File: config.mk
export PLATFORM = sky130hd
export DESIGN_NAME = uart_alu_bridge_dec
export DESIGN_NICKNAME = d
export VERILOG_FILES = /design/src/rtl/uart_alu_pkg.sv /design/src/rtl/bin2bcd_seq.sv /design/src/rtl/uart_alu_bridge_dec.sv
export SDC_FILE = /design/constraint.sdc
export NUM_CORES = 1
export LEC_CHECK = 0
export ABC_AREA = 1
export BUFFER_PORTS_ARGS = -buffer_cell sky130_fd_sc_hd__buf_4
export CAP_MARGIN = 20
export CELL_PAD_IN_SITES_DETAIL_PLACEMENT = 1
export CELL_PAD_IN_SITES_GLOBAL_PLACEMENT = 2
export CORE_MARGIN = 5
export CORE_UTILIZATION = 35
export CTS_CLUSTER_DIAMETER = 150
export DETAILED_ROUTE_END_ITERATION = 7
export PLACE_DENSITY = 0.81
export SETUP_SLACK_MARGIN = 0.3
export SLEW_MARGIN = 20
export SYNTH_ARGS = -nofsm -noshare
export SYNTH_HDL_FRONTEND = slang
export SYNTH_SLANG_ARGS = --single-unit
File: constraint.sdc
create_clock -name clk -period 4.07 [get_ports clk]
set_input_delay 0.814 -clock clk [delete_from_list [all_inputs] [get_ports clk]]
set_output_delay 0.814 -clock clk [all_outputs]
set_load 0.02 [all_outputs]
File: src/rtl/uart_alu_pkg.sv
// Shared constants for the UART/ALU decimal bridge: ASCII codes, ALU opcodes,
// parser state encoding and the opcode-digit decoder.
package uart_alu_pkg;

  localparam logic [7:0] ASCII_CR = 8'd13;
  localparam logic [7:0] ASCII_LF = 8'd10;
  localparam logic [7:0] ASCII_0  = 8'd48;

  localparam logic [5:0] OP_ADD = 6'b100000;
  localparam logic [5:0] OP_SUB = 6'b100010;
  localparam logic [5:0] OP_AND = 6'b100100;
  localparam logic [5:0] OP_OR  = 6'b100101;
  localparam logic [5:0] OP_XOR = 6'b100110;
  localparam logic [5:0] OP_SRA = 6'b000011;
  localparam logic [5:0] OP_SRL = 6'b000010;
  localparam logic [5:0] OP_NOR = 6'b100111;

  typedef enum logic [2:0] {
    S_A     = 3'd0,
    S_B     = 3'd1,
    S_OP    = 3'd2,
    S_LATCH = 3'd3,
    S_CONV  = 3'd4,
    S_TX    = 3'd5
  } state_t;

  // Returns {bad_opcode, opcode}; an unknown digit falls back to ADD.
  function automatic logic [6:0] decode_op(input logic [7:0] b);
    case (b)
      8'h31:   decode_op = {1'b0, OP_ADD};
      8'h32:   decode_op = {1'b0, OP_SUB};
      8'h33:   decode_op = {1'b0, OP_AND};
      8'h34:   decode_op = {1'b0, OP_OR};
      8'h35:   decode_op = {1'b0, OP_XOR};
      8'h36:   decode_op = {1'b0, OP_SRA};
      8'h37:   decode_op = {1'b0, OP_SRL};
      8'h38:   decode_op = {1'b0, OP_NOR};
      default: decode_op = {1'b1, OP_ADD};
    endcase
  endfunction

endpackage

File: src/rtl/bin2bcd_seq.sv
// Sequential binary-to-BCD converter (shift-add-3), one bit per cycle;
// done pulses N cycles after start and bcd_o holds until the next start.
module bin2bcd_seq
  import uart_alu_pkg::*;
#(
  parameter int N      = 8,
  parameter int DIGITS = 3
) (
  input  logic                  clk,
  input  logic                  reset,
  input  logic                  start_i,
  input  logic [N-1:0]          bin_i,
  output logic [4*DIGITS-1:0]   bcd_o,
  output logic                  done_o
);

  localparam int W  = 4*DIGITS + N;
  localparam int CW = $clog2(N+1);

  logic [W-1:0]  sr_q;
  logic [W-1:0]  sr_adj;
  logic [CW-1:0] cnt_q;
  logic          done_q;

  always_comb begin
    sr_adj = sr_q;
    for (int i = 0; i < DIGITS; i++) begin
      if (sr_q[N+4*i +: 4] >= 4'd5)
        sr_adj[N+4*i +: 4] = sr_q[N+4*i +: 4] + 4'd3;
    end
  end

  // Rotate rather than shift: the recycled top bit lands in the spent binary
  // field and cannot reach the BCD field within N steps.
  always_ff @(posedge clk or posedge reset) begin
    if (reset) begin
      sr_q   <= '0;
      cnt_q  <= '0;
      done_q <= 1'b0;
    end else begin
      done_q <= 1'b0;
      if (start_i) begin
        sr_q  <= {{(4*DIGITS){1'b0}}, bin_i};
        cnt_q <= CW'(N);
      end else if (cnt_q != '0) begin
        sr_q  <= {sr_adj[W-2:0], sr_adj[W-1]};
        cnt_q <= cnt_q - CW'(1);
        if (cnt_q == CW'(1))
          done_q <= 1'b1;
      end
    end
  end

  assign bcd_o  = sr_q[W-1:N];
  assign done_o = done_q;

endmodule

File: src/rtl/uart_alu_bridge_dec.sv
// Bridge between UART FIFOs and the ALU: parses decimal operands and an
// opcode digit from rx, returns the ALU result as decimal ASCII plus CR LF.
//
// state   | meaning
// S_A     | accumulate operand A digits until CR
// S_B     | accumulate operand B digits until CR
// S_OP    | pop opcode digit, drive dato_Op, raise busy
// S_LATCH | ALU settles, capture result, start converter
// S_CONV  | wait for BCD conversion
// S_TX    | push digits (leading zeros skipped), CR, LF
module uart_alu_bridge_dec
  import uart_alu_pkg::*;
#(
  parameter int N      = 8,
  parameter int DIGITS = 3,
  parameter int OPW    = 6
) (
  input  logic           clk,
  input  logic           reset,
  input  logic           rx_empty_i,
  input  logic [7:0]     rx_data_i,
  output logic           rd_uart_o,
  input  logic           tx_full_i,
  output logic [7:0]     tx_data_o,
  output logic           wr_uart_o,
  input  logic [N-1:0]   alu_result_i,
  output logic [N-1:0]   dato_A_o,
  output logic [N-1:0]   dato_B_o,
  output logic [OPW-1:0] dato_Op_o,
  output logic           busy_o,
  output logic           err_o
);

  localparam int IW = (DIGITS > 1) ? $clog2(DIGITS) : 1;

  state_t               state_q;
  logic [N-1:0]         acc_q, dato_a_q, dato_b_q, res_q;
  logic [OPW-1:0]       dato_op_q;
  logic [7:0]           tx_data_q;
  logic                 rd_q, wr_q, busy_q, err_q, start_q;
  logic                 a_seen_q, nz_q;
  logic [IW-1:0]        idx_q;
  logic [1:0]           tx_ph_q;

  logic [N+3:0]         acc_d;
  logic                 acc_ovf, is_digit, rx_take;
  logic [6:0]           op_dec;
  logic [3:0]           cur_digit;
  logic [4*DIGITS-1:0]  bcd;
  logic                 bcd_done;

  always_comb begin
    is_digit  = (rx_data_i >= ASCII_0) && (rx_data_i <= ASCII_0 + 8'd9);
    acc_d     = ({4'b0000, acc_q} * (N+4)'(10)) + (N+4)'(rx_data_i[3:0]);
    acc_ovf   = |acc_d[N+3:N];
    op_dec    = decode_op(rx_data_i);
    cur_digit = bcd[{idx_q, 2'b00} +: 4];
    // The FIFO head still shows the popped byte while rd_uart is high.
    rx_take   = !rx_empty_i && !rd_q;
  end

  bin2bcd_seq #(.N(N), .DIGITS(DIGITS)) u_bcd (
    .clk     (clk),
    .reset   (reset),
    .start_i (start_q),
    .bin_i   (res_q),
    .bcd_o   (bcd),
    .done_o  (bcd_done)
  );

  always_ff @(posedge clk or posedge reset) begin
    if (reset) begin
      state_q   <= S_A;
      acc_q     <= '0;
      dato_a_q  <= '0;
      dato_b_q  <= '0;
      res_q     <= '0;
      dato_op_q <= OPW'(OP_ADD);
      tx_data_q <= '0;
      rd_q      <= 1'b0;
      wr_q      <= 1'b0;
      busy_q    <= 1'b0;
      err_q     <= 1'b0;
      start_q   <= 1'b0;
      a_seen_q  <= 1'b0;
      nz_q      <= 1'b0;
      idx_q     <= '0;
      tx_ph_q   <= '0;
    end else begin
      rd_q    <= 1'b0;
      wr_q    <= 1'b0;
      start_q <= 1'b0;
      case (state_q)
        S_A, S_B: begin
          if (rx_take) begin
            rd_q <= 1'b1;
            if (is_digit) begin
              acc_q <= acc_d[N-1:0];
              if (state_q == S_A && !a_seen_q) err_q <= acc_ovf;
              else                             err_q <= err_q | acc_ovf;
              if (state_q == S_A) a_seen_q <= 1'b1;
            end else if (rx_data_i == ASCII_CR) begin
              acc_q <= '0;
              if (state_q == S_A) begin
                dato_a_q <= acc_q;
                state_q  <= S_B;
              end else begin
                dato_b_q <= acc_q;
                state_q  <= S_OP;
              end
            end
          end
        end
        S_OP: begin
          if (rx_take) begin
            rd_q      <= 1'b1;
            dato_op_q <= OPW'(op_dec[5:0]);
            err_q     <= err_q | op_dec[6];
            busy_q    <= 1'b1;
            state_q   <= S_LATCH;
          end
        end
        S_LATCH: begin
          res_q   <= alu_result_i;
          start_q <= 1'b1;
          state_q <= S_CONV;
        end
        S_CONV: begin
          if (bcd_done) begin
            idx_q   <= IW'(DIGITS-1);
            nz_q    <= 1'b0;
            tx_ph_q <= 2'd0;
            state_q <= S_TX;
          end
        end
        S_TX: begin
          if (!tx_full_i) begin
            case (tx_ph_q)
              2'd0: begin
                if (cur_digit == 4'd0 && !nz_q && idx_q != '0) begin
                  idx_q <= idx_q - IW'(1);
                end else begin
                  tx_data_q <= ASCII_0 + {4'b0000, cur_digit};
                  wr_q      <= 1'b1;
                  nz_q      <= 1'b1;
                  if (idx_q == '0) tx_ph_q <= 2'd1;
                  else             idx_q   <= idx_q - IW'(1);
                end
              end
              2'd1: begin
                tx_data_q <= ASCII_CR;
                wr_q      <= 1'b1;
                tx_ph_q   <= 2'd2;
              end
              default: begin
                tx_data_q <= ASCII_LF;
                wr_q      <= 1'b1;
                busy_q    <= 1'b0;
                acc_q     <= '0;
                a_seen_q  <= 1'b0;
                state_q   <= S_A;
              end
            endcase
          end
        end
        default: state_q <= S_A;
      endcase
    end
  end

  assign rd_uart_o = rd_q;
  assign wr_uart_o = wr_q;
  assign tx_data_o = tx_data_q;
  assign dato_A_o  = dato_a_q;
  assign dato_B_o  = dato_b_q;
  assign dato_Op_o = dato_op_q;
  assign busy_o    = busy_q;
  assign err_o     = err_q;

endmodule

# Yosys cells after proc, flatten, opt, wreduce, memory -nomap -nowiden

Cells that the tools add are included.

$add $sub $neg: 7
Multiply operators: 1
Magnitude comparators: 5
Equality and inequality tests: 33
Shift-type cells: 1
Muxes and demuxes: 65
Bitwise logic cells: 5
Reduce and logical (&&, ||, !) cells: 36

Operators with widths:

| operator               | count |
|---|---|
| $eq A8 B6 Y1 const B   | 8 |
| $pmux W7 S8            | 1 |
| $mux W8                | 6 |
| $mux W20               | 2 |
| $pmux W8 S2            | 2 |
| $reduce_and A5 Y1      | 5 |
| $mux W1                | 24 |
| $ne A2 B2 Y1 const B   | 11 |
| $mux W3                | 7 |
| $mux W2                | 10 |
| $mux W4                | 5 |
| $pmux W3 S5            | 1 |
| $add A12 B4 Y12        | 1 |
| $add A4 B2 Y4 const B  | 3 |
| $ge A4 B3 Y1 const B   | 3 |
| $ne A3 B3 Y1 const B   | 4 |
| $pmux W2 S2            | 3 |
| $reduce_and A6 Y1      | 2 |
| $reduce_bool A2 Y1     | 6 |
| $shiftx A12 B5 Y4      | 1 |
| $mul A8 B3 Y11 const B | 1 |
| $eq A8 B4 Y1 const B   | 1 |
| $ge A8 B6 Y1 const B   | 1 |
| $le A8 B6 Y1 const B   | 1 |
| 26 further kinds       | 44 |

Register bits: 85
Bits of input ports: 20
Output and inout port bits: 34
Logic and storage cells: 172

# Logic depth before layout (Yosys ltp)

Gate-level depths: netlist (run 1).

Depth after elaboration: 8
Depth in mapped cells: 13
Mapped depth without buffers: 13

# By module

A second synthesis (run 1) with hierarchy kept.

Cells, all modules: 625
Area, all modules: 4770.8 µm²

By module, submodules not included:

| module              | instances | cells each | area each (µm²) |
|---|---|---|---|
| uart_alu_bridge_dec | 1         | 427        | 3265.6 |
| bin2bcd_seq         | 1         | 198        | 1505.2 |

# Worst setup path after synthesis (run 1)

Ideal clock, no wire load.

Path kind: register to register
Start: reg acc_q[1]
End: reg err_q (netlist: err_o)
Arrival time: 2103 ps
Required time: 3954 ps
Setup slack: 1850 ps
Stages on the path, launching flop included: 11
Path buffers: 0
Cell sequence: dfrtp_1 > ha_1 > ha_1 > fa_1 > nand2_1 > nor3_1 > nand3_1 > nand2_1 > nand3_1 > nand2_1 > nand2_1

Cells in the longest elaborated chain, start to end: 8

RTL lines:

| element                | RTL line                   | RTL |
|---|---|---|
| from (decl)            | uart_alu_bridge_dec.sv:37  | `logic [N-1:0] acc_q, dato_a_q, dato_b_q, res_q;` |
| from (signal assigned) | uart_alu_bridge_dec.sv:98  | `acc_q <= acc_d[N-1:0];` |
| $mul A8 B3 Y11 (*)     | uart_alu_bridge_dec.sv:54  | `acc_d = ({4'b0000, acc_q} * (N+4)'(10)) + (N+4)'(rx_data_i[3:0]);` |
| $add A12 B4 Y12 (*)    | uart_alu_bridge_dec.sv:54  |  |
| $reduce_or A4 Y1 (*)   | uart_alu_bridge_dec.sv:55  | `acc_ovf = \|acc_d[N+3:N];` |
| $or A1 B1 Y1           | uart_alu_bridge_dec.sv:100 | `else err_q <= err_q \| acc_ovf;` |
| $mux W1 (*)            | uart_alu_bridge_dec.sv:99  | `if (state_q == S_A && !a_seen_q) err_q <= acc_ovf;` |
| $mux W1 (*)            | uart_alu_bridge_dec.sv:97  | `if (is_digit) begin` |
| $mux W1 (*)            | uart_alu_bridge_dec.sv:95  | `if (rx_take) begin` |
| $pmux W1 S2 (*)        | uart_alu_bridge_dec.sv:93  | `case (state_q)` |
| to (signal assigned)   | uart_alu_bridge_dec.sv:99  |  |
| to (signal assigned)   | uart_alu_bridge_dec.sv:100 |  |
| to (signal assigned)   | uart_alu_bridge_dec.sv:118 | `err_q <= err_q \| op_dec[6];` |
| to (decl)              | uart_alu_bridge_dec.sv:40  | `logic rd_q, wr_q, busy_q, err_q, start_q;` |

Mark *: on every way between the ends. The rest lies on a longest branch, timed or not. The select of a mux whose other input is x is not followed.
A chain may end at the register's enable or synchronous reset.

# Worst setup path in the final report (run 1)

Ends and elaborated chain as after synthesis.

==> results.md, run 1 <==
- Crit end category: flip-flop
- Worst Setup SP: acc_q[1]
- Synth Register Bits: 80
- Hold path startpoint: res_q[2]
- Post-CTS Setup Bufs: 0
- Clock Latency Late Sink: 0.34 ns
- Area grow syn2layout: 19.07%
- Vias in the first global route: 3921
- Top_reg_cell synth: dfrtp_1
- Synth top area share: between 40% and 50%
- Worst Hold End: res_q[2]
- Worst vdd rail ir drop: 0.3715 mV
- Ys async rst share: 100.0%
- CP Depth: 10
- Crit path kind: flip-flop to flip-flop
- Reg-to-reg critical path startpoint: acc_q[1]
- Mapped Cells: roughly 540
- Yosys cell types: 33
- Post-Synthesis Mean Instance Area: 8.110 µm²
- Relative slew slack: 51.81%
- Post-synth top cells: nand2_1 (132), dfrtp_1 (79), inv_1 (68)
- Mapped Area: 4363 µm²
- Slowest cell on the critical path: fa_1
- CTS clk-pin slew, worst paths: 0.06 ns
- Reg2Reg Depth: 10
- Die Y: ~120 µm
- Post-route DRC: 0
- Seq/Total Area, Yosys: 45.91%
- CP max stage delay: 0.55 ns
- Crit path required time: 4.30 ns
- Top delay family on crit path: adder cells
- Final Skew: ~0.0058 ns
- Tmin final: 2.501 ns
- Final setup viols: 0
- Max Clk Rate: 399.8 MHz
- Crit path cell chain: ha_1 -> ha_1 -> fa_1 -> nand2_1 -> nor3_1 -> nand3_1 -> nand2_1 -> nand3_1 -> nand2_1 -> nand2_1
- Total Routed Length: about 11000 µm
- Clock root buffer: clkbuf_16
- CTS sink cnt: 80
- Count leader, synth: nand2_1
- P per Cell Area: 727.6 nW/µm²
- Core Region: approximately 12000 µm²
- Pin count of the biggest net entering global routing: 58
- Starting DRT DRC Count: between 100 and 150
- Post-synth EDFFs: 0
- FF-to-FF End: err_o
- GRT Total Usage: 16.07%
- Initial Util: 36.02%
- Setup TNS Final: 0 ns
- Avg WL per Cell: 14.62 µm
- Critical path's most frequent cell: nand2_1
- Hold Fails Final Rpt: 0
- Worst Tran Pin Value: 0.7228 ns
- Number of max-cap violations: 0
- Total Nets Final: 636
- TritonCTS clock tree: done
- Synth warnings: 0
- Hold WC Path Type: flip-flop to flip-flop
- Layout cell share with drive strength beyond 1: 13.47%
- Placed cell area: about 5000 µm²
- Buf+Inv Stages, Crit Path: 0
- Site Rows: 40
- Synth area leader: dfrtp_1
- # hold bufs at CTS: 0
- Startpoint types: flip-flop
- Ant. Diodes: 0
- Initial antenna violation count: 0
- Remaining antenna violation count: 0
- Grt total ovfl: 0
- Die Wd: 121.7 µm
- Worst-path fanout max: 4
- Hold Path Cell Cnt: 2
- H-tree levels: 3
- CTS max path bufs: 2
- IO Port Bufs: a little under 50
- Arrival time at the worst endpoint: around 2.7 ns
- Lkg Pwr: 0.002609 µW
- Vias: 3690
- Detail-routed via count per cell: around 4.8
- Ports: 54
- RSZ-0062 raised after global routing: no
- Num CTS Buffers: 9
- R2R setup slack: roughly 1.6 ns
- Status: finished, final reports clean
- Slew Limit Fails: 0
- First drt pass iteration count: 4
- Global-route wire length before repair: 19230 µm
- Most area-consuming cells after synthesis: dfrtp_1 (45%), nand2_1 (11%), ha_1 (7.2%)
- Final Core Density: 42.89%
- Cell area after layout: 5195 µm²
- Die area: 14800 µm²
- Period utilization: 61.46%
- Resize count post-CTS: 0
- HPWL Detailed: approximately 8500 µm
- Placer congestion estimate: 0.8428
[layout by cell type, fill, tap and decap left out, drive strengths merged, types with 8 or more instances in the layout]
cell type    n
buf         52
nor3         9
xor2         8
o21ai       62
nand2      132
dfrtp       79
inv         69
a21oi       14
clkbuf      10
or2          8
nor2        46
nand3       35
ha          25
[tightest hold or removal path: cells and delay by family, from the launching register on]
family | cells | cell delay, ns
flip-flops | 1 | 0.34
AND/OR/NAND/NOR | 2 | 0.11
[final cells by class]
cell class | count | area [µm²]
Fill cell | 1524 | 6917
Sequential cell | 80 | 2003
Timing Repair Buffer | 52 | 390.4
Inverter | 68 | 257.7
Multi-Input combinational cell | 378 | 2028
Clock inverter | 6 | 66.31
Clock buffer | 10 | 239.0
Tap cell | 168 | 210.2
[worst max-delay path by stage]
stage                              to  slack, ns
after floorplan              a_seen_q       1.21
after global placement    dato_B_o[0]       1.74
after detailed placement        err_o       1.57
after CTS                       err_o       1.56
after global routing            err_o       1.32
final                           err_o       1.57
[sequential cells by signal, indices dropped and copies added (netlist names), 2 cells and up]
signal / count
u_bcd.sr_q: 20
tx_ph_q: 2
dato_Op_o: 4
res_q: 8
dato_B_o: 8
u_bcd.cnt_q: 4
idx_q: 2
acc_q: 8
state_q: 3
dato_A_o: 8
tx_data_o: 5
[per-layer routing]
layer / up-vias / GRT usage (%) / wire length (µm)
met3: 13 / 2.832 / 295
met4: 0 / 4.622 / 153
met1: 1772 / 22.11 / 5441
met2: 47 / 26.01 / 5253
li1: 1858 / - / -
met5: - / 0 / 0
[where the power goes]
group | switching [µW] | total [µW] | internal (µW)
sequential | 214 | 1300 | 1090
clock | 336 | 828 | 493
combinational | 1040 | 1650 | 609
[logic make-up (layout without fill, tap and decap cells)]
family,Yosys count,count (layout),share of synthesized area [%]
AOI/OAI and AO/OA,102,102,13.54
xor gates and xnor gates,11,11,2.208
adders and majority gates,27,27,8.087
buffers and inverters,83,136,7.858
DFF,80,80,45.91
other,1,4,0.08595
and+or+nand+nor,234,234,22.31
[through the flow]
stage / hold slack, ns / total power, µW / setup slack [ns] / cells
2_1_floorplan: 0.4417 / 2485 / 1.206 / 541
3_3_place_gp: 0.4600 / 2903 / 1.740 / 746
3_5_place_dp: 0.4599 / 2985 / 1.568 / 746
4_1_cts: 0.4777 / 3841 / 1.562 / 762
5_1_grt: 0.4840 / 4146 / 1.316 / 762
6_report: 0.4731 / 3780 / 1.569 / 762
No activity file was read; power rests on OpenSTA's default activity.
==> inputs of run 2 (changes only) <==
--- a/config.mk
+++ b/config.mk
@@ -5,16 +5,16 @@
 export SDC_FILE = /design/constraint.sdc
 export NUM_CORES = 1
 export LEC_CHECK = 0
-export ABC_AREA = 1
+export ABC_AREA = 0
 export BUFFER_PORTS_ARGS = -buffer_cell sky130_fd_sc_hd__buf_4
 export CAP_MARGIN = 20
 export CELL_PAD_IN_SITES_DETAIL_PLACEMENT = 1
 export CELL_PAD_IN_SITES_GLOBAL_PLACEMENT = 2
 export CORE_MARGIN = 5
-export CORE_UTILIZATION = 35
+export CORE_UTILIZATION = 33
 export CTS_CLUSTER_DIAMETER = 150
 export DETAILED_ROUTE_END_ITERATION = 7
-export PLACE_DENSITY = 0.81
+export PLACE_DENSITY = 0.75
 export SETUP_SLACK_MARGIN = 0.3
 export SLEW_MARGIN = 20
 export SYNTH_ARGS = -nofsm -noshare
==> constraint.sdc (replaced) <==
create_clock -name clk -period 2.3 [get_ports clk]
set_input_delay 0.46 -clock clk [delete_from_list [all_inputs] [get_ports clk]]
set_output_delay 0.46 -clock clk [all_outputs]
set_load 0.02 [all_outputs]
==> run 2 against run 1 <==
  * Clock skew increased by 0.0013 ns
  * Largest power group is now registers
  * First-iteration DRC count rose by 100%
  * Sequential cell count unchanged
  * Power grew 19%
  * Clock-buffer cell count is the same
  * Combinational power down 26%
  * Critical path depth is 3 lower
  * Global-route usage decreased by 1.3 points
==> results.md, run 2 <==
- Ant. Diodes: 0 (unchanged)
- Tmin final: 2.288 ns (-0.2138 ns)
- Crit end category: flip-flop
- Layout cell share with drive strength beyond 1: 27.10% (+14 points)
- P per Cell Area: 809.2 nW/µm² (+11%)
- Most area-consuming cells after synthesis: dfrtp_1 (45%), ha_1 (7.1%), nand2_1 (6.1%)
- Yosys cell types: 63 (+91%)
- Num CTS Buffers: 9 (unchanged)
- Post-Synthesis Mean Instance Area: 9.833 µm² (+21%)
- Worst Tran Pin Value: 1.011 ns (+0.2883 ns)
- CTS sink cnt: 80 (unchanged)
- Lkg Pwr: 0.002564 µW (-1.7%)
- FF-to-FF End: err_o
- Ys async rst share: 100.0% (unchanged)
- Ports: 54 (unchanged)
- Slowest cell on the critical path: fa_2
- RSZ-0062 raised after global routing: yes
- Cell area after layout: 5538 µm² (+6.6%)
- Hold WC Path Type: input port to asynchronous set/reset pin
- H-tree levels: 3 (unchanged)
- HPWL Detailed: 8293 µm (-1.9%)
- Largest Register: u_bcd.sr_q
- Setup TNS Final: 0 ns (unchanged)
- Initial antenna violation count: 0 (unchanged)
- Final Skew: 0.007008 ns (+0.001251 ns)
- Worst Setup SP: acc_q[2]
- Slew Limit Fails: 0 (unchanged)
- Dpl cells: 679 (-9.0%)
- IO Port Bufs: 49 (unchanged)
- Synth Register Bits: 80 (unchanged)
- Clock root buffer: clkbuf_16
- Die Y: 125.4 µm (+3.1%)
- Fin Hold WS: 0.2016 ns (-0.2715 ns)
- Hold Fails Final Rpt: 0 (unchanged)
- Top_reg_cell synth: dfrtp_1
- Grt total ovfl: 0 (unchanged)
- Relative slew slack: 32.59% (-19 points)
- Synth area leader: dfrtp_1
- Detail-routed via count per cell: 4.984 (+2.9%)
- Max reg flops: 20 (unchanged)
- Crit path cell chain: ha_1 -> fa_2 -> xor2_2 -> and4b_1 -> nor3_2 -> mux2i_1 -> o41a_1
- Reg-to-reg critical path startpoint: acc_q[2]
- CP max stage delay: 0.43 ns (-0.12 ns)
- Mapped Area: 4395 µm² (+0.75%)
- Most frequent cells in the layout: dfrtp_1 (77), buf_4 (77), nand2_1 (72)
- Buf+Inv Stages, Crit Path: 0 (unchanged)
- Worst vdd rail ir drop: 0.4238 mV (+14%)
- Status: finished, final reports clean
- Final setup viols: 0 (unchanged)
- Tot Pwr: 4481 µW (+19%)
- Vias in the first global route: 3721 (-5.1%)
- Site Rows: 42 (+5.0%)
- Reg2Reg Depth: 7 (-3)
- CP Depth: 7 (-3)
- Mapped Cells: 447 (-17%)
- Non-filler cells, final: 700 (-8.1%)
- Crit path kind: flip-flop to flip-flop
- Max Clk Rate: 437.1 MHz (+9.3%)
- Core Region: 13140 µm² (+8.5%)
- Period utilization: 99.46% (+38 points)
- GRT Total Usage: 14.74% (-1.3 points)
- Initial Util: 33.46% (-2.6 points)
- Number of max-cap violations: 0 (unchanged)
- Post-route DRC: 0 (unchanged)
- Area grow syn2layout: 25.99%
- Synth top area share: 44.98% (-0.34 points)
- Count leader, synth: dfrtp_1
- R2R setup slack: 0.01 ns (-1.56 ns)
- CTS clk-pin slew, worst paths: 0.06 ns (about the same)
- Worst-path fanout max: 3 (-1)
- Placed cell area: 5097 µm² (+4.3%)
- Die area: 15730 µm² (+6.3%)
- Global-route wire length before repair: 19110 µm (-0.61%)
- Crit path required time: 2.52 ns (-1.78 ns)
- TritonCTS clock tree: done
- Post-synth top cells: dfrtp_1 (79), nand2_1 (72), o21ai_0 (28)
- Remaining antenna violation count: 0 (unchanged)
- Avg WL per Cell: 16.03 µm (+9.6%)
- Placer congestion estimate: 0.8713 (+3.4%)
- # hold bufs at CTS: 0 (unchanged)
- CTS max path bufs: 2 (unchanged)
- Vias: 3489 (-5.4%)
- Die Wd: 125.4 µm (+3.1%)
- Critical Path End: err_o
- Pin count of the biggest net entering global routing: 58 (unchanged)
- Clock Latency Late Sink: 0.34 ns (about the same)
- Starting DRT DRC Count: 212 (+100%)
- First drt pass iteration count: 4 (unchanged)
- Top delay family on crit path: adder cells
- Startpoint types: flip-flop
- Total Nets Final: 567 (-11%)
- Post-synth EDFFs: 0 (unchanged)
- Total Routed Length: 11220 µm (+0.68%)
- Arrival time at the worst endpoint: 2.50 ns (-0.23 ns)
- Seq/Total Area, Yosys: 45.57% (-0.34 points)
- Synth warnings: 0 (unchanged)
run 2: cell count changes after synthesis, sizes merged, moves of 7 or more:
cell | before | now
inv | 68 | 20
mux2 | 0 | 16
o21ai | 62 | 29
nand3 | 35 | 11
a211oi | 0 | 8
nand2 | 132 | 73
a21oi | 14 | 27
nor2 | 46 | 25
mux2i | 0 | 14
or2 | 8 | 1
nand2b | 0 | 7
run 2: final cells by class:
type,count,area (µm²)
Sequential cell,80,2006
Clock buffer,10,229.0
Tap cell,176,220.2
Timing Repair Buffer,80,614.3
Inverter,21,82.58
Fill cell,1493,7600
Multi-Input combinational cell,328,2327
Clock inverter,5,58.81
run 2: logic make-up (layout without fill, tap and decap cells):
family	after synthesis	in the layout	share of synthesized area, %
compound gates	102	102	14.92
buf+inv	42	116	4.355
fa+ha+maj	27	27	8.027
mux	30	30	7.287
flops	80	80	45.57
xor+xnor	12	12	2.391
other cells	1	4	0.08532
simple gates	153	153	17.36
run 2: worst min path at each step:
stage / cells after the start / to / from / slack [ns]
3_3_place_gp: 2 / res_q[3] / res_q[3] / 0.47
4_1_cts: 3 / u_bcd.sr_q[3] / reset / 0.23
6_report: 3 / res_q[1] / reset / 0.20
5_1_grt: 3 / u_bcd.sr_q[4] / reset / 0.25
3_5_place_dp: 2 / res_q[5] / res_q[5] / 0.47
2_1_floorplan: 2 / res_q[0] / res_q[0] / 0.45
run 2: what timing repair did:
item | 4_1_cts | 5_1_grt
pin swaps | 5 | 2
endpoints found under the setup margin | 5 | 7
resized for setup | 6 | 16
endpoints found under the hold margin | 0 | 0
buffers inserted | 4 | 2
run 2: worst reg2reg max path, cell delays in order, from the launching register on:
cell	delay (ns)
dfrtp_1	0.42
ha_1	0.36
fa_2	0.43
xor2_2	0.17
and4b_1	0.20
nor3_2	0.17
mux2i_1	0.09
o41a_1	0.32
run 2: per-stage QoR:
step | worst slack (ns) | util, %
3_5_place_dp | -0.1418 | 38.80
2_1_floorplan | 0.01686 | -
5_1_grt | -0.07365 | 42.15
4_1_cts | -0.07496 | 41.44
3_3_place_gp | -0.02366 | 38.80
6_report | 0.01231 | 42.15
run 2: power breakdown:
group	switching [µW]	leakage [µW]	internal, µW
Clock	575	0.000135	834
Sequential	223	0.00101	1630
Combinational	639	0.00142	579
Total	1440	0.00256	3040
run 2: per-layer routing:
metal | wire (µm) | global-route usage [%]
met2 | 5129 | 23.06
met4 | 154 | 5.230
met1 | 5483 | 20.10
met5 | 0 | 0
met3 | 451 | 3.412
==> inputs of run 3 (changes only) <==
==> constraint.sdc (replaced) <==
create_clock -name clk -period 2.3 [get_ports clk]
set_input_delay 0.115 -clock clk [delete_from_list [all_inputs] [get_ports clk]]
set_output_delay 0.115 -clock clk [all_outputs]
set_load 0.02 [all_outputs]
==> run 3 against run 2 <==
  * The run now ends with setup timing left
  * Worst setup slack got worse by 0.049 ns
  * Sequential power barely moved
  * Global-route usage rose by 0.51 points
  * Critical path type unchanged
  * Critical endpoint unchanged
  * Largest cell class unchanged
==> results.md, run 3 (synthesis results as in run 2) <==
- GRT Total Usage: 15.25% (+0.51 points)
- Placer congestion estimate: 0.8065 (-7.4%)
- Post-route DRC: 0 (unchanged)
- Footprint of the multi-input gates: 2296 µm² (-1.3%)
- CTS sink cnt: 80 (unchanged)
- Vias in the first global route: 3753 (+0.86%)
- Initial Util: 33.46% (unchanged)
- Period utilization: 101.6% (+2.1 points)
- RSZ-0062 raised after global routing: yes
- Remaining antenna violation count: 0 (unchanged)
- Comb power frac: 28.0% (+0.8 points)
- Dpl ws: -0.07560 ns (+0.06621 ns)
- Layout cell share with drive strength beyond 1: 24.90% (-2.2 points)
- Failing checks: setup timing
- Crit end category: flip-flop
- Fill count: 1508 (+1.0%)
- Clock Latency Late Sink: 0.35 ns (about the same)
- Total Routed Length: 11530 µm (+2.7%)
- Cell area after layout: 5532 µm² (-0.11%)
- Starting DRT DRC Count: 153 (-28%)
- Clock share of power: 30.5% (-0.9 points)
- Final Skew: 0.008249 ns (+0.001241 ns)
- Die area: 15730 µm² (unchanged)
- First drt pass iteration count: 4 (unchanged)
- Crit path kind: flip-flop to flip-flop
- Num CTS Buffers: 9 (unchanged)
- Fin Hold WS: 0.1070 ns (-0.09455 ns)
- Max reg flops: 20 (unchanged)
- Setup TNS Final: -0.03636 ns (-0.03636 ns)
- Switching Fraction: 33.41% (+1.3 points)
- Hold Fails Final Rpt: 0 (unchanged)
- Hold WC Path Type: input port to flip-flop
- Grt total ovfl: 0 (unchanged)
- Internal: 2979 µW (-2.1%)
- CTS clk-pin slew, worst paths: 0.06 ns (about the same)
- P_sw: 1495 µW (+4.0%)
- Global-route wire length before repair: 19550 µm (+2.3%)
- Dpl cells: 672 (-1.0%)
- Lkg Pwr: 0.002563 µW (about the same)
- Max Clk Rate: 428.0 MHz (-2.1%)
- Total Nets Final: 568 (+0.18%)
- Avg WL per Cell: 16.42 µm (+2.4%)
- Ant. Diodes: 0 (unchanged)
- Relative slew slack: 34.16% (+1.6 points)
- Die Y: 125.4 µm (unchanged)
- Final setup viols: 1 (+1)
- Clock root buffer: clkbuf_16
- Register Area: 2004 µm² (about the same)
- Worst-path fanout max: 3 (unchanged)
- Worst vdd rail ir drop: 0.3012 mV (-29%)
- Non-filler cells, final: 702 (+0.29%)
- Seq pwr share: 41.6% (+0.2 points)
- IO Port Bufs: 49 (unchanged)
- CTS max path bufs: 2 (unchanged)
- Placed cell area: 5045 µm² (-1.0%)
- H-tree levels: 3 (unchanged)
- Pin count of the biggest net entering global routing: 81 (+40%)
- Most common cell after layout, fill and taps aside: dfrtp_1
- Most frequent cells in the layout: dfrtp_1 (78), nand2_1 (71), buf_4 (68)
- Largest Register: u_bcd.sr_q
- Startpoint types: flip-flop
- Ports: 54 (unchanged)
- P per Cell Area: 808.8 nW/µm² (about the same)
- Die Wd: 125.4 µm (unchanged)
- Vias: 3525 (+1.0%)
- HPWL Detailed: 8246 µm (-0.56%)
- Crit path required time: 2.52 ns (about the same)
- Arrival time at the worst endpoint: 2.56 ns (+0.06 ns)
- Detail-routed via count per cell: 5.021 (+0.74%)
- Core Region: 13140 µm² (unchanged)
- Worst Tran Pin Value: 0.9877 ns (-0.02345 ns)
- Status: finished, violations left
- Initial antenna violation count: 0 (unchanged)
- Tmin final: 2.336 ns (+0.04867 ns)
- Final setup margin: -0.03636 ns (-0.04867 ns)
- Number of max-cap violations: 0 (unchanged)
- Slew Limit Fails: 0 (unchanged)
- TritonCTS clock tree: done
- Site Rows: 42 (unchanged)
- Area grow syn2layout: 25.85%
-- run 3: cell type report --
class	instances	share of cell area (%)
clock buffer	11	4.388
clock inverter	5	0.5881
inverter	21	1.493
multi-input combinational	328	41.51
sequential	80	36.24
tap	176	3.981
timing repair buffer	81	11.81
-- run 3: through the flow --
step	util, %	total power, µW
after detailed placement	38.40	3120
after CTS	41.55	4520
after global placement	38.40	3039
after global routing	42.10	4786
after floorplan	-	2762
final	42.10	4474
-- run 3: per-layer routing --
metal	up-vias	GRT usage [%]	share of wire [%]
met5	-	0	0
met4	0	4.783	1.4
met3	15	3.753	3.4
met2	54	24.49	46
met1	1741	20.36	49
li1	1715	-	-
-- run 3: power by group through the flow --
| stage | clock, µW | combinational (µW) | sequential (µW) |
|---|---|---|---|
| 2_1_floorplan | 0 | 952 | 1810 |
| 5_1_grt | 1460 | 1430 | 1890 |
| 6_report | 1360 | 1250 | 1860 |
| 3_5_place_dp | 0 | 1240 | 1880 |
| 4_1_cts | 1390 | 1260 | 1860 |
| 3_3_place_gp | 0 | 1170 | 1870 |
-- run 3: repair_timing --
item | 4_1_cts | 5_1_grt
pin swaps | 1 | 4
setup buffers | 2 | 2
gates resized for setup | 5 | 14
setup endpoints to repair | 7 | 7
hold buffers | 10 | 0
hold endpoints to repair | 88 | 0
-- run 3: worst max-delay path, cell delays in order (launching register included) --
cell	delay, ns
dfrtp_1	0.40
ha_1	0.30
ha_2	0.19
fa_2	0.37
xor2_2	0.17
and4b_2	0.24
nor3_2	0.14
mux2i_1	0.09
o41a_1	0.31
-- run 3: worst paths after layout --
path,cells past startpoint,from,slack (ns),to
setup / recovery,8,acc_q[3],-0.04,err_o
hold / removal,3,rx_data_i[0],0.11,acc_q[0]
setup reg to reg,8,acc_q[3],-0.04,err_o
hold reg to reg,2,res_q[6],0.48,res_q[6]
max in group asynchronous,4,reset,1.48,dato_Op_o[5]
min in group asynchronous,4,reset,0.45,res_q[2]
